File: src/rtl/tt_microtile_pkg.sv
// -----------------------------------------------------------------------------
// tt_microtile_pkg
// Shared constants for the microtile result sink: data/FIFO sizing, the
// illegal sum code, the ui_in bit map and the uo_out field map for both views.
// It also holds the two view packing helpers used by the top level.
// -----------------------------------------------------------------------------
package tt_microtile_pkg;

    // Result width, FIFO depth (power of two) and occupancy counter width
    localparam int DW    = 5;
    localparam int DEPTH = 4;
    localparam int CW    = $clog2(DEPTH) + 1;
    localparam int AW    = $clog2(DEPTH);

    // A 5-bit nibble sum tops out at 30, so the all-ones code is never valid
    localparam logic [DW-1:0] ILLEGAL_SUM = 5'd31;

    // Occupancy value that means "full"
    localparam logic [CW-1:0] COUNT_FULL  = CW'(DEPTH);
    localparam logic [CW-1:0] COUNT_EMPTY = {CW{1'b0}};

    // ui_in bit map
    localparam int DATA_LSB = 0;
    localparam int DATA_MSB = 4;
    localparam int PUSH_BIT = 5;
    localparam int POP_BIT  = 6;
    localparam int VIEW_BIT = 7;

    // uo_out field map, data view: {full, empty, err, head}
    localparam int DV_FULL_BIT  = 7;
    localparam int DV_EMPTY_BIT = 6;
    localparam int DV_ERR_BIT   = 5;
    localparam int DV_HEAD_LSB  = 0;

    // uo_out field map, status view: {ovf, unf, err, 2'b00, count}
    localparam int SV_OVF_BIT   = 7;
    localparam int SV_UNF_BIT   = 6;
    localparam int SV_ERR_BIT   = 5;
    localparam int SV_COUNT_LSB = 0;

    typedef enum logic {
        VIEW_DATA   = 1'b0,
        VIEW_STATUS = 1'b1
    } view_e;

    // Pack the data view byte
    function automatic logic [7:0] pack_data_view(input logic          full,
                                                  input logic          empty,
                                                  input logic          err,
                                                  input logic [DW-1:0] head);
        logic [7:0] v;
        v                              = 8'h00;
        v[DV_FULL_BIT]                 = full;
        v[DV_EMPTY_BIT]                = empty;
        v[DV_ERR_BIT]                  = err;
        v[DV_HEAD_LSB +: DW]           = head;
        return v;
    endfunction

    // Pack the status view byte; bits [4:3] stay zero
    function automatic logic [7:0] pack_status_view(input logic          ovf,
                                                    input logic          unf,
                                                    input logic          err,
                                                    input logic [CW-1:0] count);
        logic [7:0] v;
        v                              = 8'h00;
        v[SV_OVF_BIT]                  = ovf;
        v[SV_UNF_BIT]                  = unf;
        v[SV_ERR_BIT]                  = err;
        v[SV_COUNT_LSB +: CW]          = count;
        return v;
    endfunction

endpackage

File: src/rtl/tt_microtile_edge.sv
// -----------------------------------------------------------------------------
// tt_microtile_edge
// Rising-edge detector for a level strobe. The previous level is registered
// every cycle; o_evt is high in the cycle where the level is 1 and the
// registered copy is still 0, so a held strobe yields exactly one event.
// Reset clears the history, so a level held high through reset release
// produces one event on the first edge after release.
// Ports:
//   i_clk    clock, rising edge
//   i_rst_n  asynchronous active-low reset
//   i_lvl    raw level strobe
//   o_evt    one-cycle rising-edge event (valid for the upcoming edge)
// -----------------------------------------------------------------------------
module tt_microtile_edge (
    input  logic i_clk,
    input  logic i_rst_n,
    input  logic i_lvl,
    output logic o_evt
);

    logic r_q;

    // Register the raw level for comparison on the next cycle
    always_ff @(posedge i_clk or negedge i_rst_n) begin
        if (!i_rst_n) begin
            r_q <= 1'b0;
        end else begin
            r_q <= i_lvl;
        end
    end

    assign o_evt = i_lvl & ~r_q;

endmodule

File: src/rtl/tt_microtile_sink.sv
// -----------------------------------------------------------------------------
// tt_microtile_sink
// Receives 5-bit nibble-sum results from an upstream adder tile, buffers them
// in a DEPTH-entry FIFO and lets the host pop them and read them back.
// Overflow (push while full, no pop), underflow (pop while empty) and illegal
// value (push of 31) are flagged with sticky bits cleared only by rst_n.
// Ports:
//   clk     tile clock, rising edge
//   rst_n   asynchronous active-low reset
//   ui_in   [4:0] result data, [5] push strobe, [6] pop strobe,
//           [7] view select (0 = data, 1 = status)
//   uo_out  data view   {full, empty, err, head[4:0]}
//           status view {ovf, unf, err, 2'b00, count[2:0]}
// -----------------------------------------------------------------------------
module tt_microtile_sink
    import tt_microtile_pkg::*;
(
    input  logic       clk,
    input  logic       rst_n,
    input  logic [7:0] ui_in,
    output logic [7:0] uo_out
);

    logic [DW-1:0] r_mem [DEPTH];
    logic [AW-1:0] r_wp;
    logic [AW-1:0] r_rp;
    logic [CW-1:0] r_count;
    logic          r_ovf;
    logic          r_unf;
    logic          r_err;

    logic          w_push_evt;
    logic          w_pop_evt;
    logic [DW-1:0] w_data;
    logic          w_full;
    logic          w_empty;
    logic          w_legal;
    logic          w_pop_acc;
    logic          w_push_acc;
    logic          w_set_ovf;
    logic          w_set_unf;
    logic          w_set_err;
    logic [DW-1:0] w_head;

    tt_microtile_edge u_push_edge (
        .i_clk   (clk),
        .i_rst_n (rst_n),
        .i_lvl   (ui_in[PUSH_BIT]),
        .o_evt   (w_push_evt)
    );

    tt_microtile_edge u_pop_edge (
        .i_clk   (clk),
        .i_rst_n (rst_n),
        .i_lvl   (ui_in[POP_BIT]),
        .o_evt   (w_pop_evt)
    );

    assign w_data  = ui_in[DATA_MSB:DATA_LSB];
    assign w_full  = (r_count == COUNT_FULL);
    assign w_empty = (r_count == COUNT_EMPTY);
    assign w_legal = (w_data != ILLEGAL_SUM);

    // Accept/flag decisions, all from pre-edge occupancy. A pop frees a slot
    // in the same edge, so a full FIFO still takes a push when a pop accompanies it.
    always_comb begin
        w_pop_acc  = 1'b0;
        w_push_acc = 1'b0;
        w_set_ovf  = 1'b0;
        w_set_unf  = 1'b0;
        w_set_err  = 1'b0;
        if (w_pop_evt) begin
            w_pop_acc = ~w_empty;
            w_set_unf = w_empty;
        end else begin
            w_pop_acc = 1'b0;
            w_set_unf = 1'b0;
        end
        if (w_push_evt && !w_legal) begin
            w_set_err = 1'b1;
        end else if (w_push_evt) begin
            w_push_acc = ~w_full | w_pop_acc;
            w_set_ovf  = w_full & ~w_pop_acc;
        end else begin
            w_push_acc = 1'b0;
            w_set_ovf  = 1'b0;
            w_set_err  = 1'b0;
        end
    end

    // FIFO storage, pointers, occupancy and sticky flags
    always_ff @(posedge clk or negedge rst_n) begin
        if (!rst_n) begin
            for (int i = 0; i < DEPTH; i++) begin
                r_mem[i] <= {DW{1'b0}};
            end
            r_wp    <= {AW{1'b0}};
            r_rp    <= {AW{1'b0}};
            r_count <= {CW{1'b0}};
            r_ovf   <= 1'b0;
            r_unf   <= 1'b0;
            r_err   <= 1'b0;
        end else begin
            if (w_push_acc) begin
                r_mem[r_wp] <= w_data;
                r_wp        <= r_wp + AW'(1);
            end
            if (w_pop_acc) begin
                r_rp <= r_rp + AW'(1);
            end
            case ({w_push_acc, w_pop_acc})
                2'b10:   r_count <= r_count + CW'(1);
                2'b01:   r_count <= r_count - CW'(1);
                default: r_count <= r_count;
            endcase
            r_ovf <= r_ovf | w_set_ovf;
            r_unf <= r_unf | w_set_unf;
            r_err <= r_err | w_set_err;
        end
    end

    // Empty FIFO shows zero on head rather than whatever the slot last held
    always_comb begin
        if (w_empty) begin
            w_head = {DW{1'b0}};
        end else begin
            w_head = r_mem[r_rp];
        end
    end

    // View mux over registered state; switching views never touches state
    always_comb begin
        if (view_e'(ui_in[VIEW_BIT]) == VIEW_STATUS) begin
            uo_out = pack_status_view(r_ovf, r_unf, r_err, r_count);
        end else begin
            uo_out = pack_data_view(w_full, w_empty, r_err, w_head);
        end
    end

endmodule

File: config.mk
export PLATFORM = sky130hd
export DESIGN_NAME = tt_microtile_sink
export DESIGN_NICKNAME = d
export VERILOG_FILES = /design/src/rtl/tt_microtile_pkg.sv /design/src/rtl/tt_microtile_edge.sv /design/src/rtl/tt_microtile_sink.sv
export SDC_FILE = /design/constraint.sdc
export NUM_CORES = 1
export LEC_CHECK = 0
export CAP_MARGIN = 0
export CORE_ASPECT_RATIO = 1.1
export CORE_MARGIN = 10
export CORE_UTILIZATION = 54
export CTS_CLUSTER_DIAMETER = 40
export CTS_CLUSTER_SIZE = 40
export DETAILED_ROUTE_END_ITERATION = 10
export PLACE_DENSITY_LB_ADDON = 0.08
export SLEW_MARGIN = 20
export SYNTH_ARGS = -nofsm -noshare
export SYNTH_HDL_FRONTEND = slang
export SYNTH_HIERARCHICAL = 1
export SYNTH_SLANG_ARGS = --single-unit
File: constraint.sdc
create_clock -name clk -period 2.35 [get_ports clk]
set_input_delay 0.235 -clock clk [delete_from_list [all_inputs] [get_ports clk]]
set_output_delay 0.235 -clock clk [all_outputs]
set_load 0.05 [all_outputs]
* Word-level counts from Yosys, hierarchy flattened
Index checks and enable logic that the tools add are counted.
Operators by class: $add $sub $neg 4, $lt $le $gt $ge 3, eq/ne operators 4, multiplexer cells 16, bitwise logic cells 14, reduce and logical (&&, ||, !) cells 5
Operator list (number):
- $bwmux 20 | 1
- $mux 5 | 4
- $bmux 5 s2 | 1
- $demux 5 s2 | 1
- $mux 8 | 1
- $mux 1 | 7
- $ge 3x3->1 const B | 2
- $not 2->3 | 2
- $pmux 3 s2 | 1
- $ne 5x5->1 const B | 1
- $not 1->1 | 5
- $add 2x1->2 const B | 2
- $or 1x1->1 | 4
- $add 3x1->3 const B | 1
- $and 1x1->1 | 3
- $eq 3x3->1 const B | 1
- $logic_not 3->1 | 1
- $lt 3x1->1 const B | 1
- $sub 3x1->3 const B | 1
- $eq 2x1->1 const B | 1
- $eq 2x2->1 const B | 1
- $logic_and 1x1->1 | 2
- $reduce_bool 2->1 | 1
- $logic_not 1->1 | 1
Word-level totals: register bits 32, bits of input ports 10, output and inout bits 8, logic and storage cells 58

* Logic depth before layout (Yosys ltp)
Gate-level depths: netlist of the first run.
depth in word-level cells 8, gate-level depth with buffers 10, depth with buffers taken out 10

* By module
The synthesis of the first run kept the hierarchy.
Modules (own cells, without submodules):
- tt_microtile_sink | instances 1, cells each 112, area an instance 1472.7 µm², seq. area each 750.7 µm²
- tt_microtile_edge | instances 2, cells each 2, area an instance 38.8 µm², seq. area each 25.0 µm²

* Worst setup path after synthesis of the first run
OpenSTA, ideal clock, no wires.
kind register -> output, from reg r_rp[0], to out uo_out[3], data arrival time 1.989 ns, data required time 2.115 ns, path slack 0.126 ns, stages on the path, launching flop included 4, path buffers 1, cell sequence dfrtp_1 -> buf_2 -> mux4_2 -> nor3b_1
On the way: longest elaborated chain between the ends 6
RTL lines:
- from (decl) | line tt_microtile_sink.sv:26 | logic [AW-1:0] r_rp;
- from (signal assigned) | line tt_microtile_sink.sv:98 | r_rp <= {AW{1'b0}};
- from (signal assigned) | line tt_microtile_sink.sv:109 | r_rp <= r_rp + AW'(1);
- $not 2->3 (implied by the code) | line tt_microtile_sink.sv:127 | w_head = r_mem[r_rp];
- $bmux 5 s2 | line tt_microtile_sink.sv:127
- $mux 5 (implied by the code) (2 in a row) | line tt_microtile_sink.sv:127
- $mux 5 | line tt_microtile_sink.sv:124 | if (w_empty) begin
- $mux 8 | line tt_microtile_sink.sv:133 | if (view_e'(ui_in[VIEW_BIT]) == VIEW_STATUS) begin
- to (decl) | line tt_microtile_sink.sv:21 | output logic [7:0] uo_out
No other way between the ends. The select of a mux whose other input is x is not followed.

* Final worst setup path of the first run
from reg r_count[0], to reg r_count[2]
On the way: longest elaborated chain between the ends 8, elaborated cells between the ends (all ways) 14, those cells by class add/sub (2); eq/ne (3); mux (4); bitwise (3); reduce/logical (2)
RTL lines:
- from (decl) | line tt_microtile_sink.sv:27 | logic [CW-1:0] r_count;
- from (signal assigned) | line tt_microtile_sink.sv:99 | r_count <= {CW{1'b0}};
- from (signal assigned) | line tt_microtile_sink.sv:112 | 2'b10: r_count <= r_count + CW'(1);
- from (signal assigned) | line tt_microtile_sink.sv:113 | 2'b01: r_count <= r_count - CW'(1);
- $logic_not 3->1 | line tt_microtile_sink.sv:61 | assign w_empty = (r_count == COUNT_EMPTY);
- $not 1->1 | line tt_microtile_sink.sv:73 | w_pop_acc = ~w_empty;
- $mux 1 | line tt_microtile_sink.sv:72 | if (w_pop_evt) begin
- $or 1x1->1 | line tt_microtile_sink.sv:82 | w_push_acc = ~w_full | w_pop_acc;
- $mux 1 | line tt_microtile_sink.sv:81 | end else if (w_push_evt) begin
- $mux 1 | line tt_microtile_sink.sv:79 | if (w_push_evt && !w_legal) begin
- $eq 2x1->1 or $eq 2x2->1 (tied branches) | line tt_microtile_sink.sv:111 | case ({w_push_acc, w_pop_acc})
- $pmux 3 s2 or $reduce_bool 2->1 (tied branches)
Parallel ways exist; a longest one is shown, timed or not. A chain may end at the register's enable or synchronous reset.

==> metrics.txt, run 1 <==
# TYPE chip_impl_metric gauge
chip_impl_metric{name="depth_of_the_worst_register_to_register_path",unit=""} 10
chip_impl_metric{name="number_of_flip_flops_and_latches_in_the_synthesized_netlist",unit=""} 32
chip_impl_metric{name="grt_pass1_wl",unit="microns"} 5380
chip_impl_metric{name="number_of_setup_violations_in_the_final_report",unit=""} 0
chip_impl_info{name="synth.top_cells.by_area",value="sky130_fd_sc_hd__dfrtp_1 52%, sky130_fd_sc_hd__mux2_2 15%, sky130_fd_sc_hd__mux4_2 7.3%"} 1
chip_impl_info{name="timing.hold.worst.class",value="input pin to async pin"} 1
chip_impl_metric{name="die_width",unit="microns"} 71.1
chip_impl_metric{name="post_route_cells_drive_above_1_share",unit="%"} 36.8
chip_impl_info{name="cts_root_buf",value="sky130_fd_sc_hd__clkbuf_4"} 1
chip_impl_metric{name="wl_per_cell",unit="microns"} 17.3
chip_impl_metric{name="cts_buffers",unit=""} 5
chip_impl_metric{name="synth_to_layout_area_growth",unit="%"} 20.9
chip_impl_metric{name="final_nets",unit=""} 160
chip_impl_info{name="synth_area_leader_cell",value="sky130_fd_sc_hd__dfrtp_1"} 1
chip_impl_metric{name="report.final.hold_viol_count",unit=""} 0
chip_impl_metric{name="grt_overflow",unit=""} 0
chip_impl_metric{name="syn-mean-instance-area",unit="sq um"} 13.4
chip_impl_metric{name="final_critical_delay_including_setup_and_external_delays",unit="ns"} 2.14
chip_impl_metric{name="global_placer_s_final_weighted_congestion",unit=""} 0.775
chip_impl_metric{name="worst_skew_pair.late_latency",unit="ns"} 0.33
chip_impl_metric{name="max_freq",unit="GHz"} 0.468
chip_impl_metric{name="cts.sink_count",unit=""} 32
chip_impl_info{name="rsz0062_at_grt",value="false"} 1
chip_impl_metric{name="cts_hold_buf",unit=""} 0
chip_impl_metric{name="fp.dieArea",unit="sq um"} 5420
chip_impl_metric{name="seq_area_frac_synth",unit="%"} 51.7
chip_impl_metric{name="timing.final.crit_share",unit="%"} 90.9
chip_impl_metric{name="clkSlewWorstSetupHoldPaths",unit="ns"} 0.10
chip_impl_metric{name="grt_use_total",unit="%"} 12.3
chip_impl_metric{name="slew-limit-headroom",unit="%"} 66.7
chip_impl_metric{name="worst-slew-pin-transition",unit="ns"} 0.498
chip_impl_metric{name="static_leakage",unit="nW"} 0.846
chip_impl_metric{name="clock_skew",unit="ns"} 0.00828
chip_impl_metric{name="number_of_maximum_capacitance_violations",unit=""} 0
chip_impl_metric{name="cts-root-to-sink-buffers",unit=""} 2
chip_impl_info{name="timing.rr.start",value="r_count[0]$_DFFE_PN0P_"} 1
chip_impl_metric{name="cp.arrival",unit="ns"} 2.40
chip_impl_info{name="timing.rr.end",value="r_count[2]$_DFFE_PN0P_"} 1
chip_impl_metric{name="crit_path_max_fanout",unit=""} 6
chip_impl_info{name="timing_worst_setup_path_type",value="flop to flop"} 1
chip_impl_metric{name="core",unit="sq um"} 2750
chip_impl_info{name="cp-end-kind",value="flop"} 1
chip_impl_metric{name="synthesis.instances",unit=""} 116
chip_impl_metric{name="peakVddDrop",unit="V"} 0.000820
chip_impl_metric{name="cts_setup_buffers",unit=""} 0
chip_impl_metric{name="synth.top_cell.area_share",unit="%"} 51.7
chip_impl_info{name="run_status",value="completed"} 1
chip_impl_metric{name="yosysUniqueCellTypes",unit=""} 29
chip_impl_metric{name="routed_wirelength",unit="microns"} 3070
chip_impl_metric{name="power",unit="mW"} 2.57
chip_impl_metric{name="synth_nets",unit=""} 132
chip_impl_metric{name="port-buffer-count",unit=""} 17
chip_impl_metric{name="worst_reg_to_reg_setup_slack",unit="ns"} 0.21
chip_impl_info{name="startpoint_type",value="flop"} 1
chip_impl_metric{name="die_y",unit="microns"} 76.2
chip_impl_metric{name="postCtsResizedCells",unit=""} 0
chip_impl_metric{name="drtIter0Drc",unit=""} 48
chip_impl_metric{name="cts.htree.levels",unit=""} 2
chip_impl_metric{name="detailedRoute.firstPassIterationCount",unit=""} 4
chip_impl_metric{name="utilization_after_layout",unit="%"} 68.1
chip_impl_metric{name="place_hpwl",unit="microns"} 2320
chip_impl_metric{name="diodes",unit=""} 0
chip_impl_metric{name="cp.required",unit="ns"} 2.61
chip_impl_metric{name="synth_area",unit="sq um"} 1550
chip_impl_metric{name="final-max-slew-violation-count",unit=""} 0
chip_impl_metric{name="power.density",unit="nW/um^2"} 1370
chip_impl_metric{name="final_antenna_net_count",unit=""} 0
chip_impl_info{name="tritoncts",value="yes"} 1
chip_impl_metric{name="rows",unit=""} 20
chip_impl_metric{name="remaining_drc_errors",unit=""} 0
chip_impl_metric{name="grt_start_max_net_pins",unit=""} 33
chip_impl_metric{name="floorplan.initialDensity",unit="%"} 56.3
chip_impl_metric{name="initial_antenna_violation_count",unit=""} 0
chip_impl_metric{name="vias_per_cell",unit=""} 5.48
chip_impl_metric{name="ys_warn_count",unit=""} 6
chip_impl_metric{name="boundary_pin_count",unit=""} 18
chip_impl_metric{name="vias_in_the_first_global_route",unit=""} 1132
chip_impl_metric{name="vias",unit=""} 970
metrics by stage:
step	setup slack (ns)	hold slack, ns	cell area, sq um	instances	setup TNS (ns)
2_1_floorplan	0.126	-0.0606	1550	116	0
3_3_place_gp	-0.00864	0.436	1810	170	-0.00864
3_5_place_dp	-0.0983	0.453	1810	170	-0.0983
4_1_cts	0.186	0.293	1870	177	0
5_1_grt	0.103	0.323	1870	177	0
6_report	0.214	0.285	1870	177	0
registers in the layout, summed over array words and instances, names as in the netlist:
signal           flops
u_push_edge/r_q      1
r_wp                 2
r_rp                 2
r_mem               20
r_unf                1
u_pop_edge/r_q       1
r_count              3
r_ovf                1
r_err                1
report_power, final:
group	leakage, nW	total [mW]	switching, mW	internal [mW]
logic	0.428	1.21	0.585	0.621
clock network	0.0374	0.348	0.179	0.169
registers	0.380	1.02	0.212	0.807
worst max path at each step:
stage / from / end / slack, ns
after floorplan: r_rp[0]$_DFFE_PN0P_ / uo_out[3] / 0.13
after global placement: ui_in[6] / r_count[2]$_DFFE_PN0P_ / -0.009
after detailed placement: ui_in[6] / r_count[2]$_DFFE_PN0P_ / -0.1
after CTS: r_count[0]$_DFFE_PN0P_ / r_count[2]$_DFFE_PN0P_ / 0.19
after global routing: r_count[0]$_DFFE_PN0P_ / r_count[2]$_DFFE_PN0P_ / 0.10
final: r_count[0]$_DFFE_PN0P_ / r_count[2]$_DFFE_PN0P_ / 0.21
Yosys cell counts:
cell type,instances
sky130_fd_sc_hd__ha_1,5
sky130_fd_sc_hd__inv_1,7
sky130_fd_sc_hd__nor2_1,5
sky130_fd_sc_hd__nor2b_1,1
sky130_fd_sc_hd__a211oi_2,1
sky130_fd_sc_hd__o21bai_1,3
sky130_fd_sc_hd__xnor2_1,3
sky130_fd_sc_hd__and3_2,1
sky130_fd_sc_hd__nor3_1,1
sky130_fd_sc_hd__clkbuf_1,1
sky130_fd_sc_hd__o22a_1,1
sky130_fd_sc_hd__fa_1,1
sky130_fd_sc_hd__o21ai_0,2
sky130_fd_sc_hd__nand2_1,9
sky130_fd_sc_hd__buf_2,1
sky130_fd_sc_hd__a21oi_1,2
sky130_fd_sc_hd__mux2_2,21
sky130_fd_sc_hd__nor3b_1,2
sky130_fd_sc_hd__nor4b_1,1
sky130_fd_sc_hd__a21o_1,1
sky130_fd_sc_hd__dfrtp_1,32
sky130_fd_sc_hd__mux4_2,5
sky130_fd_sc_hd__a31o_2,1
sky130_fd_sc_hd__buf_4,1
sky130_fd_sc_hd__nor2b_4,2
sky130_fd_sc_hd__buf_1,1
sky130_fd_sc_hd__mux2i_1,1
sky130_fd_sc_hd__xor2_1,3
sky130_fd_sc_hd__and2_1,1
layout by cell type, fill, tap and decap left out, types with 2 or more instances in the layout:
master	count
sky130_fd_sc_hd__dfrtp_1	32
sky130_fd_sc_hd__ha_1	5
sky130_fd_sc_hd__buf_4	13
sky130_fd_sc_hd__inv_1	7
sky130_fd_sc_hd__xor2_1	3
sky130_fd_sc_hd__o21bai_1	3
sky130_fd_sc_hd__nand2_1	9
sky130_fd_sc_hd__buf_12	2
sky130_fd_sc_hd__mux2_2	21
sky130_fd_sc_hd__clkbuf_4	5
sky130_fd_sc_hd__mux4_2	5
sky130_fd_sc_hd__o21ai_0	2
sky130_fd_sc_hd__nor2b_4	2
sky130_fd_sc_hd__clkdlybuf4s50_1	10
sky130_fd_sc_hd__nor3b_1	2
sky130_fd_sc_hd__xnor2_1	3
sky130_fd_sc_hd__a21oi_1	2
sky130_fd_sc_hd__nor2_1	5
sky130_fd_sc_hd__clkbuf_8	2
final cells by class:
| class | count | area (sq um) |
|---|---|---|
| fillers | 207 | 878 |
| well taps | 33 | 41.3 |
| flip-flops and latches | 32 | 801 |
| repair buffers | 25 | 238 |
| inverters | 7 | 26.3 |
| clock buffers | 7 | 65.1 |
| multi-input cells | 73 | 703 |
routing by layer:
metal / track usage (%) / up-vias / wire length (microns)
li1: - / 457 / -
met3: 3.52 / 11 / 101
met4: 7.75 / 0 / 104
met1: 14.3 / 481 / 1340
met5: 0 / - / 0
met2: 19.3 / 21 / 1530
critical path, stage by stage, from the launching register on:
cell	delay (ns)
sky130_fd_sc_hd__dfrtp_1	0.46
sky130_fd_sc_hd__nor4b_1	0.30
sky130_fd_sc_hd__buf_4	0.17
sky130_fd_sc_hd__a211oi_2	0.04
sky130_fd_sc_hd__inv_1	0.07
sky130_fd_sc_hd__ha_1	0.16
sky130_fd_sc_hd__inv_1	0.06
sky130_fd_sc_hd__fa_1	0.38
sky130_fd_sc_hd__xor2_1	0.15
sky130_fd_sc_hd__nor2_1	0.12
sky130_fd_sc_hd__xor2_1	0.16
kinds of logic after synthesis:
| logic type | count (synthesis) | synth area share (%) |
|---|---|---|
| flops | 32 | 51.7 |
| compound gates | 11 | 5.17 |
| fa+ha+maj | 6 | 5.33 |
| mux | 27 | 23.2 |
| xor+xnor | 6 | 3.39 |
| simple gates | 23 | 8.31 |
| buf+inv | 11 | 2.99 |
Note: power is estimated with default switching activity, not from simulation.
==> run 2: changes to the inputs <==
CORE_UTILIZATION = 60   (was 54)
DONT_BUFFER_PORTS = 1   (was default)
==> run 2 against run 1 <==
  * Sequential share of layout area grew 3.0 points
  * Fmax is essentially flat
  * Die area shrank 7.3%
  * Final cell count shrank 9.0%
  * Clock-buffer cell count is the same
  * Sequential power is essentially flat
==> metrics.txt, run 2 (same netlist as run 1, synthesis figures left out) <==
# TYPE chip_impl_metric gauge
chip_impl_metric{name="detailedPlace.worstSlack",unit="ns"} 0.156
chip_impl_metric{name="clkSlewWorstSetupHoldPaths",unit="ns"} 0.09
chip_impl_metric{name="vias_in_the_first_global_route",unit=""} 1002
chip_impl_metric{name="drtIter0Drc",unit=""} 33
chip_impl_info{name="critPathTopFamily",value="flip-flops"} 1
chip_impl_metric{name="rows",unit=""} 19
chip_impl_metric{name="grt_pass1_wl",unit="microns"} 4910
chip_impl_info{name="critical_path.slowest_cell",value="sky130_fd_sc_hd__dfrtp_1"} 1
chip_impl_metric{name="die_y",unit="microns"} 73.3
chip_impl_metric{name="cpPeakStageDelay",unit="ns"} 0.59
chip_impl_metric{name="die_width",unit="microns"} 68.5
chip_impl_metric{name="slew-limit-headroom",unit="%"} 67.5
chip_impl_info{name="rsz0062_at_grt",value="false"} 1
chip_impl_metric{name="final_nets",unit=""} 146
chip_impl_metric{name="global_placer_s_final_weighted_congestion",unit=""} 0.837
chip_impl_info{name="run_status",value="completed"} 1
chip_impl_metric{name="final_critical_delay_including_setup_and_external_delays",unit="ns"} 2.14
chip_impl_metric{name="static_leakage",unit="nW"} 0.786
chip_impl_metric{name="grt_overflow",unit=""} 0
chip_impl_metric{name="worst_hold_slack",unit="ns"} 0.0486
chip_impl_metric{name="post_route_cells_drive_above_1_share",unit="%"} 37.7
chip_impl_metric{name="place_inst",unit=""} 150
chip_impl_metric{name="grt_start_max_net_pins",unit=""} 33
chip_impl_info{name="tritoncts",value="yes"} 1
chip_impl_metric{name="diodes",unit=""} 0
chip_impl_metric{name="cts.sink_count",unit=""} 32
chip_impl_metric{name="dpl_cell_area",unit="sq um"} 1630
chip_impl_metric{name="max_freq",unit="GHz"} 0.468
chip_impl_metric{name="floorplan.initialDensity",unit="%"} 62.1
chip_impl_metric{name="power",unit="mW"} 2.44
chip_impl_metric{name="worst-slew-pin-transition",unit="ns"} 0.489
chip_impl_info{name="timing.critical_path.cells",value="mux4_2 -> nor2_1 -> a21oi_1 -> buf_4"} 1
chip_impl_info{name="timing.hold.worst.class",value="input pin to flop"} 1
chip_impl_metric{name="fp.dieArea",unit="sq um"} 5020
chip_impl_metric{name="stdcell_area",unit="sq um"} 1750
chip_impl_metric{name="crit_path_max_fanout",unit=""} 7
chip_impl_metric{name="place_hpwl",unit="microns"} 2140
chip_impl_metric{name="peakVddDrop",unit="V"} 0.000796
chip_impl_metric{name="cp.buffers_inverters",unit=""} 1
chip_impl_metric{name="layoutNonFillerInstCount",unit=""} 161
chip_impl_metric{name="boundary_pin_count",unit=""} 18
chip_impl_metric{name="clock_skew",unit="ns"} 0.00594
chip_impl_metric{name="utilization_after_layout",unit="%"} 70.2
chip_impl_metric{name="timing.final.crit_share",unit="%"} 90.9
chip_impl_metric{name="cp.required",unit="ns"} 2.12
chip_impl_metric{name="worst_skew_pair.late_latency",unit="ns"} 0.33
chip_impl_metric{name="final-max-slew-violation-count",unit=""} 0
chip_impl_info{name="cp-end-kind",value="primary output"} 1
chip_impl_metric{name="number_of_maximum_capacitance_violations",unit=""} 0
chip_impl_metric{name="port-buffer-count",unit=""} 0
chip_impl_metric{name="nFillCells",unit=""} 181
chip_impl_metric{name="report.final.hold_viol_count",unit=""} 0
chip_impl_metric{name="number_of_setup_violations_in_the_final_report",unit=""} 0
chip_impl_info{name="startpoint_type",value="flop"} 1
chip_impl_metric{name="cts-root-to-sink-buffers",unit=""} 2
chip_impl_info{name="layout.cells.most_common_list",value="32 x sky130_fd_sc_hd__dfrtp_1, 21 x sky130_fd_sc_hd__mux2_2, 9 x sky130_fd_sc_hd__nand2_1"} 1
chip_impl_metric{name="grt_use_total",unit="%"} 13.3
chip_impl_metric{name="wl_per_cell",unit="microns"} 18.3
chip_impl_info{name="final_common_cell",value="sky130_fd_sc_hd__dfrtp_1"} 1
chip_impl_metric{name="final.setup.tns",unit="ns"} 0
chip_impl_metric{name="largest_reg_flops",unit=""} 20
chip_impl_metric{name="routed_wirelength",unit="microns"} 2940
chip_impl_info{name="cts_root_buf",value="sky130_fd_sc_hd__clkbuf_4"} 1
chip_impl_metric{name="detailedRoute.firstPassIterationCount",unit=""} 2
chip_impl_info{name="top_registers",value="r_mem: 20 flops, r_count: 3 flops"} 1
chip_impl_metric{name="remaining_drc_errors",unit=""} 0
chip_impl_info{name="max_flop_register",value="r_mem"} 1
chip_impl_metric{name="final_antenna_net_count",unit=""} 0
chip_impl_metric{name="cts.htree.levels",unit=""} 2
chip_impl_metric{name="initial_antenna_violation_count",unit=""} 0
chip_impl_metric{name="power.density",unit="nW/um^2"} 1390
chip_impl_metric{name="cts_buffers",unit=""} 5
chip_impl_metric{name="cts_setup_buffers",unit=""} 0
chip_impl_metric{name="cp.arrival",unit="ns"} 1.90
chip_impl_metric{name="min_setup_slack_post_route",unit="ns"} 0.214
chip_impl_metric{name="synth_to_layout_area_growth",unit="%"} 13.1
chip_impl_info{name="timing_worst_setup_path_type",value="flop to primary output"} 1
chip_impl_metric{name="vias_per_cell",unit=""} 5.71
chip_impl_metric{name="core",unit="sq um"} 2500
chip_impl_metric{name="vias",unit=""} 920
run 2: changes by cell type in the layout (fill, tap and decap cells not counted), moves of 2 or more:
cell	change
sky130_fd_sc_hd__nor3b_2	+2
sky130_fd_sc_hd__nor3b_1	-2
sky130_fd_sc_hd__clkdlybuf4s50_1	-10
sky130_fd_sc_hd__dlygate4sd3_1	+3
sky130_fd_sc_hd__buf_4	-6
run 2: what timing repair did:
item	CTS	global route
hold buffers	4	0
gates resized for setup	0	1
hold endpoints to repair	34	0
setup endpoints to repair	0	1
run 2: power by group:
group	internal [mW]	switching [mW]	leakage (nW)
sequential	0.807	0.220	0.380
combinational	0.524	0.550	0.368
clock	0.169	0.174	0.0374
run 2: final cells by class:
class	instances	area (sq um)	share of cell area, %
Sequential cell	32	801	45.7
Multi-Input combinational cell	73	719	41.0
Timing Repair Buffer	11	103	5.85
Clock buffer	7	65.1	3.71
Tap cell	31	38.8	2.21
Inverter	7	26.3	1.50
run 2: final timing paths:
path / startpoint / to / cells past startpoint / slack, ns
worst max-delay path: r_rp[0]$_DFFE_PN0P_ / uo_out[0] / 4 / 0.21
worst min-delay path: ui_in[2] / r_mem[7]$_DFFE_PN0P_ / 1 / 0.05
worst max register to register: r_count[0]$_DFFE_PN0P_ / r_count[2]$_DFFE_PN0P_ / 9 / 0.29
worst min register to register: r_ovf$_DFF_PN0_ / r_ovf$_DFF_PN0_ / 1 / 0.47
max in group asynchronous: rst_n / r_mem[6]$_DFFE_PN0P_ / 2 / 1.84
min in group asynchronous: rst_n / u_pop_edge/r_q$_DFF_PN0_ / 2 / 0.34
run 2: routing by layer:
| layer | wire length [microns] | global-route usage (%) | vias to the layer above |
|---|---|---|---|
| met5 | 0 | 0 | - |
| met4 | 63 | 6.04 | 0 |
| met3 | 221 | 6.08 | 7 |
| met2 | 1460 | 20.6 | 20 |
| met1 | 1190 | 15.1 | 462 |
| li1 | - | - | 431 |
